[src/rtl/mem_request_unit_if.sv]
// rtl/mem_request_unit_if.sv - core command/response and RAM request/acknowledge interfaces
// Master drives the request side, slave answers it.
interface mem_cmd_if;
  logic        cmdValid;
  logic        cmdWrite;
  logic [31:0] cmdAddress;
  logic [31:0] cmdData;
  logic        cmdReady;
  logic        rspValid;
  logic [31:0] rspData;
  logic        rspError;

  modport master (
    output cmdValid, cmdWrite, cmdAddress, cmdData,
    input  cmdReady, rspValid, rspData, rspError
  );
  modport slave (
    input  cmdValid, cmdWrite, cmdAddress, cmdData,
    output cmdReady, rspValid, rspData, rspError
  );
endinterface

interface mem_ram_if;
  logic [31:0] ramAddress;
  logic [31:0] ramOut;
  logic        readReq;
  logic        writeReq;
  logic [31:0] ramValue;
  logic        readAck;
  logic        writeAck;

  modport master (
    output ramAddress, ramOut, readReq, writeReq,
    input  ramValue, readAck, writeAck
  );
  modport slave (
    input  ramAddress, ramOut, readReq, writeReq,
    output ramValue, readAck, writeAck
  );
endinterface

[src/rtl/mem_request_unit.sv]
// rtl/mem_request_unit.sv - single-command RAM initiator with ack timeout
// IDLE accepts, ISSUE emits a one-cycle request, WAIT collects the matching ack.
module mem_request_unit #(
  parameter int unsigned TIMEOUT = 16,
  parameter int unsigned CNTW    = 8
) (
  input  logic       clk,
  input  logic       reset,
  mem_cmd_if.slave   core,
  mem_ram_if.master  ram
);

  typedef enum logic [1:0] {IDLE, ISSUE, WAIT} state_t;

  state_t            state_q, state_d;
  logic              is_write_q, is_write_d;
  logic [CNTW-1:0]   cnt_q, cnt_d;
  logic              ready_q, ready_d;
  logic              rsp_valid_q, rsp_valid_d;
  logic              rsp_err_q, rsp_err_d;
  logic [31:0]       rsp_data_q, rsp_data_d;
  logic [31:0]       addr_q, addr_d;
  logic [31:0]       wdata_q, wdata_d;
  logic              rd_req_q, rd_req_d;
  logic              wr_req_q, wr_req_d;
  logic              ack;

  // Only the ack matching the outstanding command type counts.
  assign ack = is_write_q ? ram.writeAck : ram.readAck;

  always_comb begin
    state_d     = state_q;
    is_write_d  = is_write_q;
    cnt_d       = cnt_q;
    rsp_data_d  = rsp_data_q;
    addr_d      = addr_q;
    wdata_d     = wdata_q;
    rsp_valid_d = 1'b0;
    rsp_err_d   = 1'b0;
    rd_req_d    = 1'b0;
    wr_req_d    = 1'b0;

    case (state_q)
      IDLE: begin
        if (core.cmdValid && ready_q) begin
          addr_d     = core.cmdAddress;
          is_write_d = core.cmdWrite;
          if (core.cmdWrite) begin
            wdata_d  = core.cmdData;
            wr_req_d = 1'b1;
          end else begin
            rd_req_d = 1'b1;
          end
          state_d = ISSUE;
        end
      end
      ISSUE: begin
        cnt_d   = '0;
        state_d = WAIT;
      end
      WAIT: begin
        if (ack) begin
          rsp_valid_d = 1'b1;
          rsp_data_d  = is_write_q ? 32'h0 : ram.ramValue;
          state_d     = IDLE;
        end else if (cnt_q == CNTW'(TIMEOUT - 1)) begin
          rsp_valid_d = 1'b1;
          rsp_err_d   = 1'b1;
          rsp_data_d  = 32'h0;
          state_d     = IDLE;
        end else begin
          cnt_d = cnt_q + CNTW'(1);
        end
      end
      default: state_d = IDLE;
    endcase

    ready_d = (state_d == IDLE);
  end

  always_ff @(posedge clk or negedge reset) begin
    if (!reset) begin
      state_q     <= IDLE;
      is_write_q  <= 1'b0;
      cnt_q       <= '0;
      ready_q     <= 1'b0;
      rsp_valid_q <= 1'b0;
      rsp_err_q   <= 1'b0;
      rsp_data_q  <= 32'h0;
      addr_q      <= 32'h0;
      wdata_q     <= 32'h0;
      rd_req_q    <= 1'b0;
      wr_req_q    <= 1'b0;
    end else begin
      state_q     <= state_d;
      is_write_q  <= is_write_d;
      cnt_q       <= cnt_d;
      ready_q     <= ready_d;
      rsp_valid_q <= rsp_valid_d;
      rsp_err_q   <= rsp_err_d;
      rsp_data_q  <= rsp_data_d;
      addr_q      <= addr_d;
      wdata_q     <= wdata_d;
      rd_req_q    <= rd_req_d;
      wr_req_q    <= wr_req_d;
    end
  end

  assign core.cmdReady = ready_q;
  assign core.rspValid = rsp_valid_q;
  assign core.rspError = rsp_err_q;
  assign core.rspData  = rsp_data_q;
  assign ram.ramAddress = addr_q;
  assign ram.ramOut     = wdata_q;
  assign ram.readReq    = rd_req_q;
  assign ram.writeReq   = wr_req_q;

endmodule
[src/flat_wrapper.sv]
// flat-port wrapper written by rule: the top's interface ports become plain ports
module mem_request_unit_flat 
#(
  parameter int unsigned TIMEOUT = 16,
  parameter int unsigned CNTW    = 8
)
  (clk, reset, core_cmdValid, core_cmdWrite, core_cmdAddress, core_cmdData, core_cmdReady, core_rspValid, core_rspData, core_rspError, ram_ramAddress, ram_ramOut, ram_readReq, ram_writeReq, ram_ramValue, ram_readAck, ram_writeAck);
  mem_cmd_if core_i ();
  mem_ram_if ram_i ();
  input  logic clk;
  input  logic reset;
  input wire logic [$bits(core_i.cmdValid)-1:0] core_cmdValid;
  input wire logic [$bits(core_i.cmdWrite)-1:0] core_cmdWrite;
  input wire logic [$bits(core_i.cmdAddress)-1:0] core_cmdAddress;
  input wire logic [$bits(core_i.cmdData)-1:0] core_cmdData;
  output wire logic [$bits(core_i.cmdReady)-1:0] core_cmdReady;
  output wire logic [$bits(core_i.rspValid)-1:0] core_rspValid;
  output wire logic [$bits(core_i.rspData)-1:0] core_rspData;
  output wire logic [$bits(core_i.rspError)-1:0] core_rspError;
  output wire logic [$bits(ram_i.ramAddress)-1:0] ram_ramAddress;
  output wire logic [$bits(ram_i.ramOut)-1:0] ram_ramOut;
  output wire logic [$bits(ram_i.readReq)-1:0] ram_readReq;
  output wire logic [$bits(ram_i.writeReq)-1:0] ram_writeReq;
  input wire logic [$bits(ram_i.ramValue)-1:0] ram_ramValue;
  input wire logic [$bits(ram_i.readAck)-1:0] ram_readAck;
  input wire logic [$bits(ram_i.writeAck)-1:0] ram_writeAck;
  assign core_i.cmdValid = core_cmdValid;
  assign core_i.cmdWrite = core_cmdWrite;
  assign core_i.cmdAddress = core_cmdAddress;
  assign core_i.cmdData = core_cmdData;
  assign core_cmdReady = core_i.cmdReady;
  assign core_rspValid = core_i.rspValid;
  assign core_rspData = core_i.rspData;
  assign core_rspError = core_i.rspError;
  assign ram_ramAddress = ram_i.ramAddress;
  assign ram_ramOut = ram_i.ramOut;
  assign ram_readReq = ram_i.readReq;
  assign ram_writeReq = ram_i.writeReq;
  assign ram_i.ramValue = ram_ramValue;
  assign ram_i.readAck = ram_readAck;
  assign ram_i.writeAck = ram_writeAck;
  mem_request_unit #(.TIMEOUT(TIMEOUT), .CNTW(CNTW)) u_core (.clk(clk), .reset(reset), .core(core_i), .ram(ram_i));
endmodule
[config.mk]
export PLATFORM = sky130hd
export DESIGN_NAME = mem_request_unit_flat
export DESIGN_NICKNAME = d
export VERILOG_FILES = /design/src/rtl/mem_request_unit_if.sv /design/src/rtl/mem_request_unit.sv /design/src/flat_wrapper.sv
export SDC_FILE = /design/constraint.sdc
export NUM_CORES = 1
export LEC_CHECK = 0
export BUFFER_PORTS_ARGS = -buffer_cell sky130_fd_sc_hd__buf_2
export CAP_MARGIN = 20
export CORE_ASPECT_RATIO = 0.6
export CORE_MARGIN = 1
export CORE_UTILIZATION = 39
export CTS_CLUSTER_DIAMETER = 150
export CTS_CLUSTER_SIZE = 24
export DETAILED_ROUTE_END_ITERATION = 10
export GPL_ROUTABILITY_DRIVEN = 0
export GPL_TIMING_DRIVEN = 1
export PLACE_DENSITY = 0.66
export SETUP_SLACK_MARGIN = 0.5
export SYNTH_ARGS = -nofsm -noshare
export SYNTH_HDL_FRONTEND = slang
export SYNTH_SLANG_ARGS = --single-unit
[constraint.sdc]
create_clock -name clk -period 5.1 [get_ports clk]
set_input_delay 0.255 -clock clk [delete_from_list [all_inputs] [get_ports clk]]
set_output_delay 0.255 -clock clk [all_outputs]
set_load 0.05 [all_outputs]
==> summary.md, run 1 <==
| Metric | Value |
|---|---|
| Routed wire length | 10900 µm |
| Slew Limit Fails | 0 |
| Antenna fix cells | 0 |
| Top flip-flop cell by instance count after synthesis | sky130_fd_sc_hd__dfrtp_1 |
| Floorplan row count | 30 |
| Hold Fails Final Rpt | 0 |
| Final sum of negative setup slack | 0 ps |
| Largest family of logic cells by synthesized area | simple AND/OR/NAND/NOR gates |
| Type of the worst min-delay path | in2async |
| Setup fix buffers added after clock tree synthesis | 0 |
| Synthesized netlist net count | 508 |
| Final period utilization | 43.5% |
| Total CTS buffers | 9 |
| Post-synthesis cell type with the largest combined area | sky130_fd_sc_hd__dfrtp_1 |
| Maximum frequency from static timing analysis | 451 MHz |
| Clock Skew | 9.57 ps |
| Post-detail-place hpwl | 7660 µm |
| Outcome | completed |
| Leakage power summed over all cells | 3.51 nW |
| Largest net degree at the start of global routing | 70 |
| Xor/xnor cell area share of the yosys netlist | 0% |
| Origin of the critical flop-to-flop path | u_core.state_q[0] |
| Least-Margin Pin Slew | 860 ps |
| Via total after detailed routing | 3609 |
| Length in cells of the worst reg-to-reg path | 7 |
| CTS clock-pin slew for the worst setup and hold paths | 80 ps |
| Kind of start point of the critical path | register |
| Multiplexer share of the synthesized area | 8.39% |
| Clock tree sinks | 112 |
| Worst reg-to-reg setup slack | 2880 ps |
| Largest cells by area after synthesis | sky130_fd_sc_hd__dfrtp_1 62%, sky130_fd_sc_hd__nand2_1 8.5%, sky130_fd_sc_hd__mux2_2 8.2% |
| Antenna violations before repair | 1 |
| Pre-antenna DRT Iters | 4 |
| Overflow left after global routing | 0 |
| Count of maximum capacitance violations | 0 |
| Synthesis-stage register bit count | 112 |
| R2r endpoint | u_core.ram.ramOut[24] |
| RSZ-0062 raised after global routing | no |
| Post-detailed-route wirelength per cell | 14.3 µm |
| Arr. time, crit path | 2450 ps |
| Overall Global Routing Usage | 18.4% |
| NumNets Final | 705 |
| Required time reported for the critical path endpoint | 5330 ps |
| Synthesis-to-layout area growth | 32.4% |
| Clk root buf | sky130_fd_sc_hd__clkbuf_16 |
| Clock Latency Late Sink | 350 ps |
| Simple-gate share of the synthesized area | 16.8% |
| Die height | 85.7 µm |
| Number of global-route vias before repair | 3645 |
| Compound-cell area share of the yosys netlist | 8.47% |
| Synth top area share | 61.6% |
| Buffer levels on the longest clock path | 2 |
| Via count normalized by instance count | 4.73 |
| Antenna Nets Post-Route | 0 |
| Final critical path time including I/O delays and setup | 2220 ps |
| Share of the core filled with cells in the final layout | 53.1% |
| Pwr/cell area | 762 nW/µm² |
| First-pass GRT wire length | 17500 µm |
| Post-synth ARST share | 100% |
| First-iteration detailed-routing DRC count | 104 |
| Cell count after synthesis | 401 |
| Synth warnings | 0 |
| Count of H-tree levels built during CTS | 3 |
| Post-synthesis cell type count | 33 |
| Relative max-transition margin | 42.7% |
| TritonCTS clock tree | built |
| Layout cell share with drive strength beyond 1 | 43.3% |
| VDD IR max | 0.000378 V |
| Die outline width | 141 µm |
| Synth Area per Inst | 11.3 µm² |
| Area share of fa/ha/maj cells after synthesis | 1.37% |
| Initial Utilization | 40.1% |
| Count of buffers inserted at the top-level ports | 202 |
| Netlist Area Pre-Place | 4550 µm² |
| Kind of critical path | reg2reg |
| IO Count | 203 |
| Number of hold-repair buffers added at the cts stage | 0 |
| Number of design rule violations left after detail routing | 0 |
| Post_cts resized | 0 |
| Number of failing setup endpoints in the final timing report | 0 |
| Sequential-to-total area share from yosys stat | 61.6% |
| Area of the die | 12100 µm² |
| Sort of element at the end of the critical path | register |
| Number of enable-type register cells in the synthesized netlist | 0 |
| Core area | 11300 µm² |
| Worst hold slack | 26.5 ps |
| Highest fanout seen on the critical path | 34 |
==> cell usage after synthesis, types with 2 or more instances <==
library cell	number
sky130_fd_sc_hd__inv_1	12
sky130_fd_sc_hd__o221ai_1	3
sky130_fd_sc_hd__nand3_1	10
sky130_fd_sc_hd__o211ai_1	2
sky130_fd_sc_hd__buf_2	4
sky130_fd_sc_hd__a21boi_0	3
sky130_fd_sc_hd__nand4_1	5
sky130_fd_sc_hd__dfrtp_1	112
sky130_fd_sc_hd__nor3_1	2
sky130_fd_sc_hd__ha_1	5
sky130_fd_sc_hd__nor2_1	3
sky130_fd_sc_hd__nand2_1	103
sky130_fd_sc_hd__buf_6	3
sky130_fd_sc_hd__and3_1	35
sky130_fd_sc_hd__clkbuf_1	15
sky130_fd_sc_hd__a21o_1	32
sky130_fd_sc_hd__mux2_2	33
sky130_fd_sc_hd__o21ai_0	2
sky130_fd_sc_hd__a21oi_1	2
sky130_fd_sc_hd__o41ai_1	2
==> stage by stage <==
| stage | setup WS (ps) | power [mW] | instances | instance area (µm²) |
|---|---|---|---|---|
| after floorplan | 3240 | 3.31 | 401 | 4550 |
| after global placement | 2600 | 3.85 | 745 | 5690 |
| after detailed placement | 2450 | 3.91 | 745 | 5690 |
| after CTS | 2460 | 4.61 | 761 | 5980 |
| after global routing | 2780 | 4.83 | 763 | 6020 |
| final | 2880 | 4.59 | 763 | 6020 |
==> cells by family (layout without fill, tap and decap cells) <==
| family | count (synthesis) | after routing |
|---|---|---|
| flops | 112 | 112 |
| mux | 34 | 34 |
| fa+ha+maj | 5 | 5 |
| simple gates | 165 | 165 |
| compound gates | 51 | 51 |
| buf+inv | 34 | 236 |
==> where the power goes <==
group	switching [mW]	total, mW	internal, mW
combinational	1.84	2.44	0.606
sequential	0.194	1.46	1.26
clock	0.346	0.690	0.345
==> registers in the layout, indices dropped and copies added, names as in the netlist <==
| signal | flops |
|---|---|
| u_core.state_q | 2 |
| u_core.core.rspError | 1 |
| u_core.core.rspValid | 1 |
| u_core.ram.readReq | 1 |
| u_core.ram.ramOut | 32 |
| u_core.ram.writeReq | 1 |
| u_core.is_write_q | 1 |
| u_core.core.cmdReady | 1 |
| u_core.core.rspData | 32 |
| u_core.cnt_q | 8 |
| u_core.ram.ramAddress | 32 |
==> critical path, cell delays in order (launching register included) <==
cell and delay [ps]:
sky130_fd_sc_hd__dfrtp_1 400, sky130_fd_sc_hd__inv_1 80, sky130_fd_sc_hd__ha_1 250, sky130_fd_sc_hd__and3_1 310
sky130_fd_sc_hd__buf_16 220, sky130_fd_sc_hd__nand2_1 70, sky130_fd_sc_hd__buf_4 370, sky130_fd_sc_hd__mux2_2 390
==> layout make-up <==
| type | count | area, µm² |
|---|---|---|
| timing repair buffer | 208 | 1090 |
| sequential | 112 | 2800 |
| multi-input combinational | 255 | 1600 |
| clock buffer | 9 | 225 |
| fill | 1034 | 5310 |
| inverter | 12 | 45.0 |
| tap | 160 | 200 |
| clock inverter | 7 | 70.1 |
==> placed cells by master, fill, tap and decap left out, drive strengths merged <==
cell      instances
buf             208
dfrtp           112
nand2           104
and3             35
mux2             33
a21o             32
inv              15
nand3            10
clkbuf            9
nand4             5
ha                5
nor2              3
a21boi            3
o221ai            3
clkinvlp          3
o21ai             3
nor3              2
a21oi             2
o41ai             2
o211ai            2
or4               2
nor4              1
a211oi            1
mux2i             1
a31oi             1
o31ai             1
nor2b             1
o22ai             1
or3               1
nand2b            1
clkinv            1
==> layer usage <==
layer,part of all wire (%),wire length [µm],GRT usage [%],vias to the layer above
met5,0,0,0,-
met4,0.51,56,4.40,0
met3,9.0,981,7.65,4
met2,45,4950,29.8,127
met1,45,4960,23.2,1726
li1,-,-,-,1752
==> how the worst max path moves through the flow <==
stage,startpoint,to,slack [ps],depth (start not counted)
finish,u_core.state_q[0],u_core.ram.ramOut[24],2880,7
detailed placement,u_core.state_q[1],u_core.ram.ramOut[29],2450,6
global route,u_core.state_q[1],u_core.ram.ramOut[11],2780,7
CTS,u_core.state_q[1],u_core.ram.ramOut[29],2460,6
global placement,u_core.state_q[1],u_core.ram.ramOut[9],2600,6
floorplan,u_core.state_q[0],u_core.ram.ramOut[10],3240,7
(Power assumes the default switching activity.)
==> run 2, diff against run 1 <==
--- a/config.mk
+++ b/config.mk
@@ -15,7 +15,7 @@
 export DETAILED_ROUTE_END_ITERATION = 10
 export GPL_ROUTABILITY_DRIVEN = 0
 export GPL_TIMING_DRIVEN = 1
-export PLACE_DENSITY = 0.66
+export PLACE_DENSITY = 0.69
 export SETUP_SLACK_MARGIN = 0.5
 export SYNTH_ARGS = -nofsm -noshare
 export SYNTH_HDL_FRONTEND = slang
==> constraint.sdc (replaced) <==
create_clock -name clk -period 1.88 [get_ports clk]
set_input_delay 0.094 -clock clk [delete_from_list [all_inputs] [get_ports clk]]
set_output_delay 0.094 -clock clk [all_outputs]
set_load 0.05 [all_outputs]
==> run 2 against run 1 <==
Compared with the run above: sequential share of layout area fell by 11 points; sequential cell count did not move; largest power group unchanged; clock skew barely moved; critical endpoint is now u_core.core.rspData[21].
==> summary.md, run 2 (synthesis results as in run 1) <==
| Metric | Value |
|---|---|
| Outcome | completed |
| Clock Latency Late Sink | 350 ps (about the same) |
| Origin of the critical flop-to-flop path | u_core.cnt_q[4] |
| Post-Layout Inst Area | 7800 µm² (+29%) |
| Commonest non-fill, non-tap cells in the layout | 202 x sky130_fd_sc_hd__buf_2, 110 x sky130_fd_sc_hd__dfrtp_1, 68 x sky130_fd_sc_hd__nand2_1 |
| Kind of start point of the critical path | register |
| RSZ-0062 raised after global routing | yes |
| Number of failing setup endpoints in the final timing report | 0 (unchanged) |
| R2r endpoint | u_core.core.rspData[21] |
| Crit path setup slack, layout | 190 ps (-2690 ps) |
| Floorplan row count | 30 (unchanged) |
| Setup slack after placement | 120 ps (-2330 ps) |
| Number of design rule violations left after detail routing | 0 (unchanged) |
| Count of maximum capacitance violations | 0 (unchanged) |
| Most common cell after layout, fill and taps aside | sky130_fd_sc_hd__buf_2 |
| Largest net degree at the start of global routing | 45 (-36%) |
| Sort of element at the end of the critical path | register |
| First-iteration detailed-routing DRC count | 252 (+140%) |
| Number of global-route vias before repair | 4156 (+14%) |
| Buffer levels on the longest clock path | 2 (unchanged) |
| Maximum frequency from static timing analysis | 592 MHz (+31%) |
| Die outline width | 141 µm (unchanged) |
| Count of buffers inserted at the top-level ports | 202 (unchanged) |
| Placed cell areas | 5920 µm² (+4.1%) |
| Leakage power summed over all cells | 4.42 nW (+26%) |
| Synthesis-to-layout area growth | 71.4% |
| Overall Global Routing Usage | 24.2% (+5.7 points) |
| Post-detailed-route wirelength per cell | 18.3 µm (+28%) |
| Type of the worst min-delay path | in2reg |
| Pwr/cell area | 1860 nW/µm² (+140%) |
| Clock tree sinks | 112 (unchanged) |
| TritonCTS clock tree | built |
| Kind of critical path | reg2reg |
| Required time reported for the critical path endpoint | 2110 ps (-3220 ps) |
| Ordered cell list for the critical path | or4_4 -> o21ai_4 -> buf_6 -> nand2_8 -> a21o_1 |
| Pre-antenna DRT Iters | 4 (unchanged) |
| Die height | 85.7 µm (unchanged) |
| Initial Utilization | 40.1% (unchanged) |
| Area of the die | 12100 µm² (unchanged) |
| VDD IR max | 0.000728 V (+92%) |
| Clk root buf | sky130_fd_sc_hd__clkbuf_16 |
| Layout cell share with drive strength beyond 1 | 50.7% (+7.4 points) |
| Final period utilization | 89.9% (+46 points) |
| Hold worst-path end | u_core.core.rspData[16] |
| Number of standard cells in the final layout excluding fillers | 878 (+15%) |
| Total CTS buffers | 9 (unchanged) |
| Highest fanout seen on the critical path | 9 (-74%) |
| Count of placed standard cells including taps | 752 (+0.94%) |
| NumNets Final | 820 (+16%) |
| Antenna fix cells | 0 (unchanged) |
| Hold Fails Final Rpt | 0 (unchanged) |
| Instance count along the most critical hold path | 3 |
| Post-detail-place hpwl | 8290 µm (+8.2%) |
| Antenna Nets Post-Route | 0 (unchanged) |
| Slew Limit Fails | 0 (unchanged) |
| Relative max-transition margin | 59.6% (+17 points) |
| Beginning of the worst hold path | ram_ramValue[16] |
| Length in cells of the worst reg-to-reg path | 5 (-2) |
| Overflow left after global routing | 0 (unchanged) |
| Core area | 11300 µm² (unchanged) |
| Arr. time, crit path | 1920 ps (-530 ps) |
| First-pass GRT wire length | 22400 µm (+28%) |
| Antenna violations before repair | 0 (-1) |
| Worst reg-to-reg setup slack | 190 ps (-2690 ps) |
| IO Count | 203 (unchanged) |
| Via count normalized by instance count | 5.00 (+5.8%) |
| Least-Margin Pin Slew | 606 ps (-254 ps) |
| Clock Skew | 9.16 ps (-0.409 ps) |
| CTS clock-pin slew for the worst setup and hold paths | 70 ps (about the same) |
| Slowest cell on crit path | sky130_fd_sc_hd__or4_4 |
| Via total after detailed routing | 4392 (+22%) |
| Routed wire length | 16100 µm (+47%) |
| Largest stage delay on the critical path | 560 ps (+160 ps) |
| Count of H-tree levels built during CTS | 3 (unchanged) |
| Final sum of negative setup slack | 0 ps (unchanged) |
| Final critical path time including I/O delays and setup | 1690 ps (-527 ps) |
## run 2: timing repair
item,4_1_cts,5_1_grt
pin swaps,11,39
endpoints found under the setup margin,111,111
endpoints found under the hold margin,105,0
buffers inserted,21,9
gates cloned,10,5
resized for setup,26,76
hold buffers,65,0
## run 2: worst max-delay path by stage
stage | from | slack [ps] | end | depth (start not counted)
after floorplan | u_core.cnt_q[5] | 160 | u_core.core.rspData[10] | 5
after global placement | u_core.cnt_q[4] | 170 | u_core.core.rspData[29] | 4
after detailed placement | u_core.cnt_q[4] | 120 | u_core.core.rspData[10] | 4
after CTS | u_core.cnt_q[4] | 200 | u_core.core.rspData[27] | 5
after global routing | u_core.cnt_q[4] | 110 | u_core.core.cmdReady | 6
final | u_core.cnt_q[4] | 190 | u_core.core.rspData[21] | 5
## run 2: per-stage QoR
step | utilization [%] | power, mW | hold slack (ps)
3_3_place_gp | 52.2 | 10.8 | 119
3_5_place_dp | 52.2 | 11.0 | 138
2_1_floorplan | - | 9.36 | -202
5_1_grt | 68.8 | 15.1 | 54.7
4_1_cts | 64.7 | 13.8 | 54.5
6_report | 68.8 | 14.5 | 62.3
## run 2: power by group
| group | total (mW) | internal [mW] | leakage (nW) | switching, mW |
|---|---|---|---|---|
| logic | 8.51 | 2.76 | 2.86 | 5.76 |
| clock network | 1.95 | 1.06 | 0.149 | 0.897 |
| registers | 4.06 | 3.43 | 1.40 | 0.631 |
## run 2: area by class of cell
cell class | count | area, µm²
well taps | 160 | 200
clock buffers | 10 | 229
repair buffers | 315 | 2260
inverters | 12 | 45.0
flip-flops and latches | 112 | 2810
multi-input cells | 263 | 2190
fillers | 804 | 3540
clock inverters | 6 | 76.3
## run 2: worst max-delay path, delay by kind of cell, from the launching register on
kind	cells	cell delay (ps)
and+or+nand+nor	2	640
buffers and inverters	1	170
DFF	1	390
AOI/OAI and AO/OA	2	370
## run 2: per-layer routing
| layer | routed length [µm] | vias up | track usage (%) |
|---|---|---|---|
| met5 | 0 | - | 0 |
| met2 | 7730 | 179 | 40.7 |
| met4 | 156 | 0 | 4.99 |
| met1 | 7080 | 2202 | 32.5 |
| met3 | 1110 | 19 | 5.19 |
| li1 | - | 1992 | - |
